`src/rtl/reg_arb_pkg.sv`:
```
// Shared definitions for the register-bus arbiter: FSM state encodings and bus owner codes.
package reg_arb_pkg;

    localparam logic [2:0] ST_IDLE   = 3'd0;
    localparam logic [2:0] ST_QUIET  = 3'd1;
    localparam logic [2:0] ST_WR     = 3'd2;
    localparam logic [2:0] ST_WR_GAP = 3'd3;
    localparam logic [2:0] ST_RD     = 3'd4;
    localparam logic [2:0] ST_RD_CAP = 3'd5;
    localparam logic [2:0] ST_DONE   = 3'd6;
    localparam logic [2:0] ST_ABORT  = 3'd7;

    localparam logic OWNER_USB = 1'b0;
    localparam logic OWNER_INT = 1'b1;

endpackage

```
`src/rtl/reg_arb_idle_timer.sv`:
```
// Counts consecutive USB-idle cycles while enabled; expired marks the last required idle cycle.
module reg_arb_idle_timer #(
    parameter int pIDLE_CYCLES = 4
) (
    input  logic clk_usb,
    input  logic reset,
    input  logic usb_busy,
    input  logic enable,
    output logic expired
);

    localparam int CW = (pIDLE_CYCLES > 1) ? $clog2(pIDLE_CYCLES) : 1;
    localparam logic [CW-1:0] LAST = CW'(pIDLE_CYCLES - 1);

    logic [CW-1:0] count;

    assign expired = enable && !usb_busy && (count == LAST);

    // Any busy cycle restarts the quiet window from zero.
    always_ff @(posedge clk_usb) begin
        if (reset || !enable || usb_busy || expired)
            count <= '0;
        else
            count <= count + CW'(1);
    end

endmodule

```
`src/rtl/reg_bus_arbiter.sv`:
```
// Shares the register bus between the USB front end (absolute priority) and an internal burst master.
// Optional statistics counters are built only when REG_ARB_STATS_EN is defined.
module reg_bus_arbiter
    import reg_arb_pkg::*;
#(
    parameter int pBYTECNT_SIZE = 7,
    parameter int pIDLE_CYCLES  = 4
) (
    input  logic                     clk_usb,
    input  logic                     reset,
    input  logic                     usb_busy,
    input  logic [7:0]               usb_reg_address,
    input  logic [pBYTECNT_SIZE-1:0] usb_reg_bytecnt,
    input  logic [7:0]               usb_reg_datao,
    input  logic                     usb_reg_read,
    input  logic                     usb_reg_write,
    output logic [7:0]               usb_reg_datai,
    input  logic                     int_req,
    input  logic                     int_we,
    input  logic [7:0]               int_addr,
    input  logic [pBYTECNT_SIZE-1:0] int_len,
    input  logic [7:0]               int_wdata,
    output logic                     int_wdata_ack,
    output logic [7:0]               int_rdata,
    output logic                     int_rdata_valid,
    output logic                     int_grant,
    output logic                     int_done,
    output logic                     int_abort,
    output logic [7:0]               reg_address,
    output logic [pBYTECNT_SIZE-1:0] reg_bytecnt,
    output logic [7:0]               reg_datao,
    input  logic [7:0]               reg_datai,
    output logic                     reg_read,
    output logic                     reg_write,
    output logic [15:0]              stat_grants,
    output logic [15:0]              stat_aborts
);

    logic [2:0]               state, next_state;
    logic [7:0]               lat_addr;
    logic [pBYTECNT_SIZE-1:0] lat_len, bytecnt, bytecnt_nxt;
    logic                     usb_act, owner, expired, last_byte, start_burst;

    assign usb_act     = usb_busy | usb_reg_read | usb_reg_write;
    assign owner       = (!usb_act && (state == ST_WR || state == ST_RD)) ? OWNER_INT : OWNER_USB;
    assign bytecnt_nxt = bytecnt + pBYTECNT_SIZE'(1);
    assign last_byte   = (bytecnt_nxt == lat_len);
    assign start_burst = (state == ST_QUIET) && expired && (int_len != '0);

    reg_arb_idle_timer #(.pIDLE_CYCLES(pIDLE_CYCLES)) u_idle_timer (
        .clk_usb  (clk_usb),
        .reset    (reset),
        .usb_busy (usb_busy),
        .enable   (state == ST_QUIET),
        .expired  (expired)
    );

    always_comb begin
        next_state = state;
        case (state)
            ST_IDLE:   if (int_req) next_state = ST_QUIET;
            ST_QUIET:  if (expired) next_state = (int_len == '0) ? ST_DONE : (int_we ? ST_WR : ST_RD);
            ST_WR:     next_state = usb_act ? ST_ABORT : ST_WR_GAP;
            ST_WR_GAP: next_state = usb_act ? ST_ABORT : (last_byte ? ST_DONE : ST_WR);
            ST_RD:     next_state = usb_act ? ST_ABORT : ST_RD_CAP;
            ST_RD_CAP: next_state = usb_act ? ST_ABORT : (last_byte ? ST_DONE : ST_RD);
            default:   next_state = ST_IDLE;
        endcase
    end

    always_ff @(posedge clk_usb) begin
        if (reset) begin
            state           <= ST_IDLE;
            bytecnt         <= '0;
            int_grant       <= 1'b0;
            int_rdata       <= '0;
            int_rdata_valid <= 1'b0;
        end else begin
            state           <= next_state;
            // Read data is taken while the internal read strobe is on the bus.
            int_rdata_valid <= (state == ST_RD) && !usb_act;
            if (state == ST_RD && !usb_act)
                int_rdata <= reg_datai;
            if (start_burst) begin
                bytecnt   <= '0;
                int_grant <= 1'b1;
            end else if ((state == ST_WR_GAP || state == ST_RD_CAP) && !usb_act) begin
                bytecnt <= bytecnt_nxt;
            end
            if (state == ST_DONE || state == ST_ABORT)
                int_grant <= 1'b0;
        end
    end

    always_ff @(posedge clk_usb) begin
        if (start_burst) begin
            lat_addr <= int_addr;
            lat_len  <= int_len;
        end
    end

    assign usb_reg_datai = reg_datai;
    assign reg_address   = (owner == OWNER_INT) ? lat_addr           : usb_reg_address;
    assign reg_bytecnt   = (owner == OWNER_INT) ? bytecnt            : usb_reg_bytecnt;
    assign reg_datao     = (owner == OWNER_INT) ? int_wdata          : usb_reg_datao;
    assign reg_read      = (owner == OWNER_INT) ? (state == ST_RD)   : usb_reg_read;
    assign reg_write     = (owner == OWNER_INT) ? (state == ST_WR)   : usb_reg_write;
    assign int_wdata_ack = (state == ST_WR) && !usb_act;
    assign int_done      = (state == ST_DONE);
    assign int_abort     = (state == ST_ABORT);

`ifdef REG_ARB_STATS_EN
    logic [15:0] grants_q, aborts_q;

    always_ff @(posedge clk_usb) begin
        if (reset) begin
            grants_q <= '0;
            aborts_q <= '0;
        end else begin
            if (start_burst && grants_q != 16'hFFFF)
                grants_q <= grants_q + 16'd1;
            if (next_state == ST_ABORT && state != ST_ABORT && aborts_q != 16'hFFFF)
                aborts_q <= aborts_q + 16'd1;
        end
    end

    assign stat_grants = grants_q;
    assign stat_aborts = aborts_q;
`else
    assign stat_grants = 16'h0000;
    assign stat_aborts = 16'h0000;
`endif

endmodule

```
`config.mk`:
```
export PLATFORM = sky130hd
export DESIGN_NAME = reg_bus_arbiter
export DESIGN_NICKNAME = d
export VERILOG_FILES = /design/src/rtl/reg_arb_pkg.sv /design/src/rtl/reg_arb_idle_timer.sv /design/src/rtl/reg_bus_arbiter.sv
export SDC_FILE = /design/constraint.sdc
export NUM_CORES = 1
export LEC_CHECK = 0
export CORE_ASPECT_RATIO = 1.2
export CORE_MARGIN = 2
export CORE_UTILIZATION = 35
export CTS_BUF_LIST = sky130_fd_sc_hd__clkbuf_8
export CTS_CLUSTER_SIZE = 25
export DETAILED_ROUTE_END_ITERATION = 8
export PLACE_DENSITY_LB_ADDON = 0.05
export SLEW_MARGIN = 20
export SYNTH_ARGS = -nofsm -noshare
export SYNTH_HDL_FRONTEND = slang
export SYNTH_SLANG_ARGS = --single-unit
```
`constraint.sdc`:
```
create_clock -name clk_usb -period 2.92 [get_ports clk_usb]
set_input_delay 0.876 -clock clk_usb [delete_from_list [all_inputs] [get_ports clk_usb]]
set_output_delay 0.876 -clock clk_usb [all_outputs]
set_load 0.1 [all_outputs]
```
# After elaboration in Yosys (flattened, before gate mapping)
# Index checks and enable logic that the tools add are counted.
word_totals:
  in_bits: 61
  out_inout_bits: 78
  rom_bits: 0
  latch_bits: 0
  ram_bits: 0
  register_bits: 37
  mem_count: 0
classes:
  n_mul: 0
  n_div: 0
  bitwise: 2
  magnitude_cmp: 0
  n_reduce_logical: 23
  shift: 0
  n_mux: 17
  eq_ne: 11
  add_sub_neg: 2
op_table:
  columns: ["cell", "n"]
  rows:
  - ["3-bit two-way mux", 7]
  - ["3-bit one-hot mux with 6 select lines", 1]
  - ["8-bit two-way mux", 2]
  - ["3-bit == test (second input constant)", 4]
  - ["1-bit logical AND", 8]
  - ["7-bit by 1-bit adder with 7-bit output (second input constant)", 1]
  - ["7-bit == test", 1]
  - ["7-bit zero test", 1]
  - ["7-bit two-way mux", 1]
  - ["7-bit nonzero test", 1]
  - ["3-bit by 2-bit == test with 1-bit output (second input constant)", 2]
  - ["1-bit logical OR", 6]
  - ["2-bit two-way mux", 3]
  - ["2-bit inequality test (second input constant)", 2]
  - ["2-bit OR reduction", 2]
  - ["3-bit by 1-bit == test with 1-bit output (second input constant)", 1]
  - ["1-bit zero test", 3]
  - ["3-bit zero test", 1]
  - ["1-bit two-way mux", 3]
  - ["2-bit by 1-bit adder with 2-bit output (second input constant)", 1]
  - ["2-bit == test (second input constant)", 1]
  - ["1-bit OR", 2]
  - ["2-bit AND reduction", 1]

# Depth between registers and ports, before layout
# Gate-level depths: netlist of the first run.
logic_depth:
  ltp_word: 6
  depth_mapped: 7
  depth_no_buf: 6

# Modules after synthesis
# From an unflattened synthesis of the first run, not the netlist that was laid out.
unflattened:
  hier_cells: 224
  area_unflattened_um2: 2318.5
modules_own_cells:
  columns: ["module", "cells_per_inst", "area_per_inst_um2", "instances"]
  rows:
  - ["reg_bus_arbiter", 216, 2214.6, 1]
  - ["reg_arb_idle_timer", 8, 103.8, 1]

# Worst setup path after synthesis of the first run
# Ideal clock, no wire load.
synth_path:
  path_kind: "in2out"
  from: "input port usb_busy"
  to: "output port reg_write"
  setup_slack_ns: -2.165
  required_time_ns: 2.044
  n_path_buf: 1
  arrival_ns: 4.209
  stages: 4
  path_cell_list: "or3_1 -> buf_6 -> nor3_1 -> or2_2"
synth_via:
  elab_chain_cells: 6
synth_lines:
  columns: ["element", "line_no", "rtl"]
  rows:
  - ["from (decl)", "reg_bus_arbiter.sv:11", "input logic usb_busy,"]
  - ["1-bit OR (2 in series)", "reg_bus_arbiter.sv:44", "assign usb_act = usb_busy | usb_reg_read | usb_reg_write;"]
  - ["1-bit zero test", "reg_bus_arbiter.sv:45", "assign owner = (!usb_act && (state == ST_WR || state == ST_RD)) ? OWNER_INT : OWNER_USB;"]
  - ["1-bit logical AND", "reg_bus_arbiter.sv:45", null]
  - ["1-bit two-way mux", "reg_bus_arbiter.sv:45", null]
  - ["1-bit two-way mux", "reg_bus_arbiter.sv:107", "assign reg_write = (owner == OWNER_INT) ? (state == ST_WR) : usb_reg_write;"]
  - ["to (decl)", "reg_bus_arbiter.sv:34", "output logic reg_write,"]
# No other way between the ends.

# Worst setup path in the final report of the first run
layout_path:
  from: "input port usb_busy"
  to: "output port reg_bytecnt[1]"
layout_via:
  elab_chain_cells: 6
layout_lines:
  columns: ["element", "line_no", "rtl"]
  rows:
  - ["1-bit OR (2 in series)", "reg_bus_arbiter.sv:44", null]
  - ["1-bit zero test", "reg_bus_arbiter.sv:45", null]
  - ["1-bit logical AND", "reg_bus_arbiter.sv:45", null]
  - ["1-bit two-way mux", "reg_bus_arbiter.sv:45", null]
  - ["7-bit two-way mux", "reg_bus_arbiter.sv:104", "assign reg_bytecnt = (owner == OWNER_INT) ? bytecnt : usb_reg_bytecnt;"]
  - ["to (decl)", "reg_bus_arbiter.sv:30", "output logic [pBYTECNT_SIZE-1:0] reg_bytecnt,"]
# No other way between the ends.

==> reports/results.txt, run 1 <==
Outcome = finished, violations left
Failing checks = negative setup slack
Distinct cells, synth = 38
Worst-path fanout max = 5
Setup TNS = -5.74 ns
Max-slew violations = 0
Cell Int Power = 1030 uW
Final hold violation count = 0
CP required = 2.04 ns
Die area = 0.00733 mm^2
Worst-margin pin slew = 0.498 ns
Area fraction of the dominant cell type after synthesis = 19.3%
Slew headroom = 66.7%
Largest net degree at the start of global routing = 17
Total Routed Length = 5.52 mm
Core ar. = 0.00645 mm^2
Final WS setup = -0.253 ns
WP data arrival = 2.30 ns
Reg power frac = 32.6%
Synth area leader = edfxtp_1
Gp weighted congestion = 0.735
Syn_area_per_cell = 10.4 um^2
Leading cell type in the layout, fill and taps excluded = clkdlybuf4s50_1
# clock sinks = 37
Finished Cell Area = 0.00391 mm^2
Via/cell ratio = 4.41
Post-layout minimum cycle time = 3.17 ns
Latest clock arrival within the worst-skew pair = 0.29 ns
Layout area overhead = 67.7%
Worst setup EP type = output pin
Initial DRC Count = 60
Clock skew = 0.00533 ns
Top Ports = 139
Critical path class = input port to output pin
Clock transition at path regs = 0.08 ns
Site Rows = 32
Sequential-to-total area share from yosys stat = 38.2%
Maximum operating frequency = 0.315 GHz
Drt drc = 0
Overall power = 1710 uW
Min-Delay Path Class = register to register
Total grt overflow = 0
Initial Util = 36.1%
Cells after synthesis = 223
Routed len/inst = 13.3 um
ANT cells = 0
Share of layout cells above drive strength 1 = 31.4%
Top post-synthesis cells by area = edfxtp_1 19%, dfxtp_1 19%, buf_4 13%
Die W = 78.5 um
HPWL Detailed = 4.36 mm
Vias post-DR = 1835
Routed Antenna Nets = 0
First-pass GRT wire length = 8.71 mm
Power per standard cell area = 437 mW/mm^2
Die H = 93.4 um
Worst setup SP type = input port
Leak = 0.00176 uW
Combinational fraction of design power = 41.1%
Switch Pwr = 679 uW
Initial DRT Pass Iterations = 4
Port Buffers = 106
Bufs on Longest Clock Path = 2
Placed cell areas = 0.00368 mm^2
Initial antenna violation count = 0
Clock share of power = 26.3%
Max-cap violations = 0
Setup Viol. Count Final = 24
H-tree depth = 2
CTS tree = built
Nets@finish = 393
Vias in the first global route = 1766
Mapped Area = 0.00233 mm^2
Net Sw Frac = 39.7%
Num CTS Buffers = 5
Yosys warnings = 0
IR drop worst, VDD = 276 uV
Clock root buffer = clkbuf_8
Synth Register Bits = 37
Commonest non-fill, non-tap cells in the layout = 57 x clkdlybuf4s50_1, 35 x buf_12, 32 x conb_1
Period Utilization, post-route = 109%
Unrepaired setup endpoints after global routing = true
GRT Overall Usage = 15.4%
-- logic make-up after synthesis --
group	after synthesis	share of synthesized area (%)
mux	33	18.6
simple gates	65	15.0
buf+inv	54	16.4
compound gates	14	4.08
xor+xnor	17	6.39
fa+ha+maj	2	1.07
flops	37	38.2
other cells	1	0.161
-- power groups by stage --
stage	registers, uW	clock network [uW]	logic, uW
floorplan	563	0	516
global placement	569	0	690
detailed placement	568	0	693
CTS	556	464	701
global route	558	486	723
finish	557	450	702
-- path summary, 6_finish.rpt --
check	startpoint	depth (start not counted)	slack, ns	to
setup / recovery	usb_busy	7	-0.25	reg_bytecnt[1]
hold / removal	u_idle_timer.count[0]$_SDFF_PP0_	1	0.42	u_idle_timer.count[0]$_SDFF_PP0_
setup reg to reg	state[0]$_SDFFE_PP0P_	4	0.79	lat_addr[4]$_DFFE_PP_
hold reg to reg	u_idle_timer.count[0]$_SDFF_PP0_	1	0.42	u_idle_timer.count[0]$_SDFF_PP0_
-- sequential cells by signal, indices dropped and copies added, names as in the netlist --
name,flops
int_rdata,8
lat_addr,8
bytecnt,7
lat_len,7
state,3
u_idle_timer.count,2
int_grant,1
int_rdata_valid,1
-- cells in the mapped netlist, drive strengths merged --
cell / n
a211oi: 1
a21oi: 2
a31o: 1
and3: 6
buf: 48
clkbuf: 4
conb: 1
dfxtp: 22
edfxtp: 15
ha: 2
inv: 2
mux2: 23
mux2i: 10
nand2: 7
nand2b: 3
nand3: 5
nand3b: 1
nand4: 5
nor2: 23
nor2b: 1
nor3: 6
nor3b: 1
nor4: 1
o211ai: 3
o21a: 1
o21ai: 3
o31a: 1
o31ai: 2
or2: 2
or3: 3
or4: 1
xnor2: 8
xor2: 9
-- routing by layer --
metal	share of wire, %	GRT usage, %	wire [um]	vias to the layer above
li1	-	-	-	914
met1	38	17.1	2100	836
met2	52	27.5	2880	80
met3	8.3	5.41	459	5
met4	1.3	4.82	71	0
met5	0	0	0	-
-- final cells by class --
type,count,area [um^2]
clock inverter,3,46.3
multi-input combinational,163,1220
timing repair buffer,121,1570
sequential,37,891
tap,85,106
clock buffer,5,68.8
fill,537,2540
inverter,2,7.51
-- per-stage QoR --
| stage | setup WS (ns) | hold WS (ns) | std cells | util (%) |
|---|---|---|---|---|
| 2_1_floorplan | -0.572 | 0.397 | 254 | - |
| 3_3_place_gp | -0.594 | 0.407 | 404 | 57.0 |
| 3_5_place_dp | -0.613 | 0.417 | 404 | 57.0 |
| 4_1_cts | -0.291 | 0.429 | 415 | 60.2 |
| 5_1_grt | -0.295 | 0.456 | 416 | 60.6 |
| 6_report | -0.253 | 0.425 | 416 | 60.6 |
-- critical path, cell delays in order --
cell and delay [ns]:
buf_6 0.09, or3_4 0.41, nor2_8 0.13, nand2_8 0.11
buf_16 0.19, mux2_4 0.31, buf_12 0.17
-- what timing repair did --
action / CTS / global route
setup buffers: 0 / 1
hold buffers: 0 / 0
setup endpoints to repair: 26 / 25
cloned: 3 / 0
gates resized for setup: 19 / 3
pin swaps: 2 / 2
Note: power is estimated with default switching activity, not from simulation.
==> run 2: changes to the inputs <==
- ABC_AREA: not set -> 1
==> run 2 against run 1 <==
Net effect:
- the flow still finishes with violations (negative setup slack)
- worst setup slack better by 0.13 ns
- combinational power is 42% higher
- synthesized cell count is 39% higher
- sequential power is 5.6% higher
- area after synthesis is 2.8% lower
- critical path depth is 2 higher
- clock power is 3% higher
- largest power group unchanged
==> reports/results.txt, run 2 <==
Post-layout minimum cycle time = 3.04 ns
Die H = 92.1 um
Critical path class = input port to output pin
Maximum operating frequency = 0.329 GHz
CTS tree = built
Commonest non-fill, non-tap cells in the layout = 57 x clkdlybuf4s50_1, 44 x nand2_1, 43 x nor2_1
Port Buffers = 106
Syn_area_per_cell = 7.32 um^2
WP data arrival = 2.17 ns
HPWL Detailed = 4.73 mm
Worst r2r path cells = 13
Routed len/inst = 13.1 um
Total grt overflow = 0
Sink of the worst hold path = u_idle_timer.count[0]$_SDFF_PP0_
Clock skew = 0.00948 ns
Num CTS Buffers = 5
Area fraction of the dominant cell type after synthesis = 19.9%
Worst setup SP type = input port
Initial antenna violation count = 0
Worst R2R Start = bytecnt[0]$_SDFFE_PP0P_
Finished Cell Area = 0.00442 mm^2
Top post-synthesis cells by area = edfxtp_1 20%, dfxtp_1 19%, buf_4 14%
Hold_buf cts = 0
Setup Viol. Count Final = 25
Sequential-to-total area share from yosys stat = 39.4%
Initial DRT Pass Iterations = 4
Met1 track demand over resource = 20.2%
Outcome = finished, violations left
Ys async rst share = 0%
Count leader, synth = nand2_1
Yosys warnings = 0
Largest registers = int_rdata (8), lat_addr (8)
IR drop worst, VDD = 377 uV
Min-Delay Path Class = register to register
Die area = 0.00713 mm^2
Synth top cells by count = 82 x nand2_1, 44 x nor2_1, 41 x buf_4, 32 x o21ai_0, 22 x dfxtp_1
Power per standard cell area = 466 mW/mm^2
Overall power = 2060 uW
First-pass GRT wire length = 10.8 mm
Cells after synthesis = 309
# clock sinks = 37
Max-slew violations = 0
Largest net degree at the start of global routing = 27
Layout area overhead = 95.1%
Die W = 77.4 um
Site Rows = 32
Unrepaired setup endpoints after global routing = true
Leading cell type in the layout, fill and taps excluded = clkdlybuf4s50_1
Share of layout cells above drive strength 1 = 36.9%
Vias in the first global route = 2301
Leak = 0.00185 uW
WHS Path Cells = 1
Primary FF master, synth = dfxtp_1
Initial Util = 35.8%
Initial DRC Count = 92
Routed Antenna Nets = 0
Reg2Reg Capture Point = state[1]$_SDFFE_PP0P_
Gp weighted congestion = 0.818
GRT Overall Usage = 19.1%
Total Routed Length = 6.84 mm
Synth area leader = edfxtp_1
Placed cell areas = 0.00377 mm^2
Distinct cells, synth = 33
Met3 GRT Util = 5.81%
Min-Delay Startpoint = u_idle_timer.count[0]$_SDFF_PP0_
Final WS setup = -0.124 ns
Finished Core Util = 69.8%
EDFF count, synth = 15
Mapped Area = 0.00226 mm^2
Max-cap violations = 0
GRT busiest layer = met2
Worst setup EP type = output pin
Clock transition at path regs = 0.07 ns
Period Utilization, post-route = 104%
Via/cell ratio = 4.55
GR Layer Usage met2 = 36.4%
Final hold violation count = 0
Failing checks = negative setup slack
Top Ports = 139
Reg2reg setup slack = 1.09 ns
Vias post-DR = 2369
Synth Register Bits = 37
Clock root buffer = clkbuf_8
Nets@finish = 498
CP required = 2.04 ns
H-tree depth = 2
Drt drc = 0
ANT cells = 0
Worst-path fanout max = 5
Latest clock arrival within the worst-skew pair = 0.29 ns
Core ar. = 0.00633 mm^2
Bufs on Longest Clock Path = 2
[run 2: cell types whose count changed in the layout (fill, tap and decap cells not counted), sizes merged, moves of 7 or more]
cell,delta
nor2,+24
buf,+11
nand2,+76
xor2,-8
mux2i,-10
o21ai,+33
mux2,-23
xnor2,-7
inv,+21
[run 2: report_power, final]
| part | switching (uW) | internal, uW |
|---|---|---|
| combinational | 675 | 329 |
| sequential | 31.3 | 557 |
| clock | 187 | 278 |
[run 2: per-stage QoR]
step	setup TNS, ns	std cells	setup WS [ns]	hold WS [ns]
after global routing	-4.20	521	-0.208	0.456
after CTS	-3.28	512	-0.204	0.428
final	-2.29	521	-0.124	0.428
after global placement	-18.76	490	-0.773	0.408
after detailed placement	-19.37	490	-0.809	0.418
after floorplan	-1.82	340	-0.150	0.399
[run 2: logic make-up (layout without fill, tap and decap cells)]
kind of cell,after synthesis,count (layout),synth area share (%)
other,1,32,0.166
buffers and inverters,71,165,19.5
adder cells (fa/ha/maj),2,2,1.11
AO/OA/AOI/OAI,49,49,11.7
AND/OR/NAND/NOR,147,149,27.4
flip-flops,37,37,39.4
XOR/XNOR,2,2,0.774
[run 2: how the worst max path moves through the flow]
stage | from | to | slack [ns]
3_5_place_dp | usb_reg_write | reg_bytecnt[5] | -0.81
3_3_place_gp | usb_reg_write | reg_datao[3] | -0.77
6_report | usb_reg_write | reg_bytecnt[5] | -0.12
4_1_cts | usb_reg_read | reg_bytecnt[6] | -0.20
2_1_floorplan | usb_busy | reg_bytecnt[3] | -0.15
5_1_grt | usb_reg_write | reg_bytecnt[6] | -0.21
[run 2: timing repair]
action,in CTS,in global routing
cloned,3,3
setup endpoints to repair,26,26
pin swaps,7,10
setup buffers,11,6
resized for setup,77,21
[run 2: layout make-up]
type | instances | area [um^2]
flip-flops and latches | 37 | 891
inverters | 23 | 93.8
clock inverters | 2 | 37.5
fillers | 505 | 1910
repair buffers | 134 | 1750
well taps | 85 | 106
multi-input cells | 234 | 1450
clock buffers | 6 | 82.6
[run 2: per-layer routing]
layer  vias to the layer above  share of wire [%]
met5                         -                  0
met4                         0               0.64
met3                         4                7.5
met2                        90                 55
met1                      1088                 37
li1                       1187                  -
[run 2: worst max-delay path, stage by stage]
cell and delay (ns):
buf_8 0.10, nor3_4 0.20, inv_2 0.08, nor4_4 0.20
buf_6 0.17, nor2_4 0.07, buf_12 0.14, o21ai_4 0.14
buf_12 0.19
==> run 3: changes to the inputs <==
- CORE_UTILIZATION: 35 -> 38
- clock period: 2.92 -> 3.42 ns (I/O delays scaled with it)
==> run 3 against run 2 <==
Net effect:
- the flow still finishes with violations (negative setup slack)
- worst hold slack got worse by 0.00076 ns
- die area down 7.5%
- combinational power shrank 15%
- final cell count fell by 1.5%
- total power decreased by 15%
- cell area shrank 1.2%
- worst setup slack improved by 0.11 ns
- sequential power decreased by 14%
- highest routed layer unchanged
==> reports/results.txt, run 3 (synthesized netlist as in run 2, its figures left out) <==
Slew headroom = 58.7%
GR Layer Usage met2 = 41.4%
Bufs on Longest Clock Path = 2
Worst R2R Start = state[0]$_SDFFE_PP0P_
Met3 GRT Util = 6.72%
Die area = 0.00659 mm^2
HPWL Detailed = 4.94 mm
Layout area overhead = 92.9%
WP data arrival = 2.41 ns
Share of layout cells above drive strength 1 = 37.0%
Vias post-DR = 2338
Worst path max stage delay = 0.19 ns
Unrepaired setup endpoints after global routing = true
Final hold violation count = 0
GRT busiest layer = met2
Outcome = finished, violations left
Drt drc = 0
Maximum operating frequency = 0.291 GHz
First-pass GRT wire length = 10.8 mm
Clock root buffer = clkbuf_8
Worst-path fanout max = 7
Crit path cell chain = buf_8, nor3_4, inv_2, nor4_4, buf_4, buf_6, nor2_4, buf_6, buf_16, o21ai_4, buf_12
Routed Antenna Nets = 0
Largest registers = int_rdata (8), lat_addr (8)
Slowest-stage cell, CP = nor3_4
Worst path top cell family by delay = buffers and inverters
Initial antenna violation count = 0
Site Rows = 30
# clock sinks = 37
Routed len/inst = 13.2 um
Clock transition at path regs = 0.08 ns
Latest clock arrival within the worst-skew pair = 0.29 ns
Top Ports = 139
Critical path class = input port to output pin
Min-Delay Startpoint = u_idle_timer.count[0]$_SDFF_PP0_
Fillers = 416
Max-cap violations = 0
CP required = 2.39 ns
Commonest non-fill, non-tap cells in the layout = 57 x clkdlybuf4s50_1, 45 x nand2_1, 43 x nor2_1
IR drop worst, VDD = 269 uV
Hold Worst Slack = 0.427 ns
Setup Viol. Count Final = 5
Port Buffers = 106
Clock skew = 0.00625 ns
Leading cell type in the layout, fill and taps excluded = clkdlybuf4s50_1
Worst setup SP type = input port
ANT cells = 0
Nets@finish = 495
Via/cell ratio = 4.56
Total grt overflow = 0
Initial Util = 39.7%
H-tree depth = 2
Gp weighted congestion = 0.827
Die W = 74.5 um
Largest net degree at the start of global routing = 18
GRT Overall Usage = 21.5%
Finished Core Util = 76.5%
Max-slew violations = 0
Leak = 0.00183 uW
Period Utilization, post-route = 100%
Post-layout minimum cycle time = 3.44 ns
Worst-margin pin slew = 0.618 ns
Crit path launch = usb_reg_write
CTS tree = built
Core ar. = 0.00571 mm^2
Final WS setup = -0.0161 ns
Met1 track demand over resource = 22.3%
Min-Delay Path Class = register to register
Crit path top cell by count = buf_6
Power per standard cell area = 402 mW/mm^2
Die H = 88.5 um
CP bufs+invs = 7
Failing checks = negative setup slack
Worst setup EP type = output pin
Initial DRT Pass Iterations = 4
Total Routed Length = 6.79 mm
Vias in the first global route = 2316
Num CTS Buffers = 5
Initial DRC Count = 95
run 3: cell types whose count changed in the layout (fill, tap and decap cells not counted), sizes merged:
cell	change
clkbuf	-2
nor2	-2
buf	+1
run 3: routing by layer:
layer / up-vias / share of wire, % / wire, um
li1: 1180 / - / -
met1: 1058 / 36 / 2450
met2: 96 / 55 / 3730
met3: 4 / 8.2 / 556
met4: 0 / 0.71 / 48
met5: - / 0 / 0
run 3: path summary, 6_finish.rpt:
path	endpoint	slack [ns]	cells past startpoint
max	reg_bytecnt[5]	-0.02	11
min	u_idle_timer.count[0]$_SDFF_PP0_	0.43	1
max reg2reg	lat_addr[6]$_DFFE_PP_	1.20	7
min reg2reg	u_idle_timer.count[0]$_SDFF_PP0_	0.43	1
run 3: stage by stage:
step | power, uW | worst slack [ns] | setup TNS (ns) | cells | cell area, um^2
global route | 1820 | -0.0934 | -1.38 | 513 | 4370
detailed placement | 1310 | -0.339 | -7.30 | 490 | 3770
floorplan | 1090 | -0.195 | -0.584 | 340 | 2520
finish | 1750 | -0.0161 | -0.0437 | 513 | 4370
global placement | 1300 | -0.269 | -5.92 | 490 | 3770
CTS | 1750 | -0.0972 | -1.72 | 512 | 4260
run 3: cell type report:
type	count	area, um^2	area share [%]
multi-input combinational	232	1420	32.4
clock inverter	2	37.5	0.860
sequential	37	891	20.4
tap	80	100	2.29
clock buffer	6	82.6	1.89
timing repair buffer	133	1750	40.1
inverter	23	86.3	1.98
run 3: power breakdown:
part	internal, uW	switching [uW]
Sequential	475	27.3
Combinational	279	576
Clock	237	159
Total	991	763
run 3: repair_timing:
item | in CTS | in global routing
hold buffers | 0 | 0
pin swaps | 15 | 8
gates cloned | 5 | 0
buffers inserted | 9 | 4
endpoints found under the setup margin | 26 | 25
resized for setup | 75 | 28
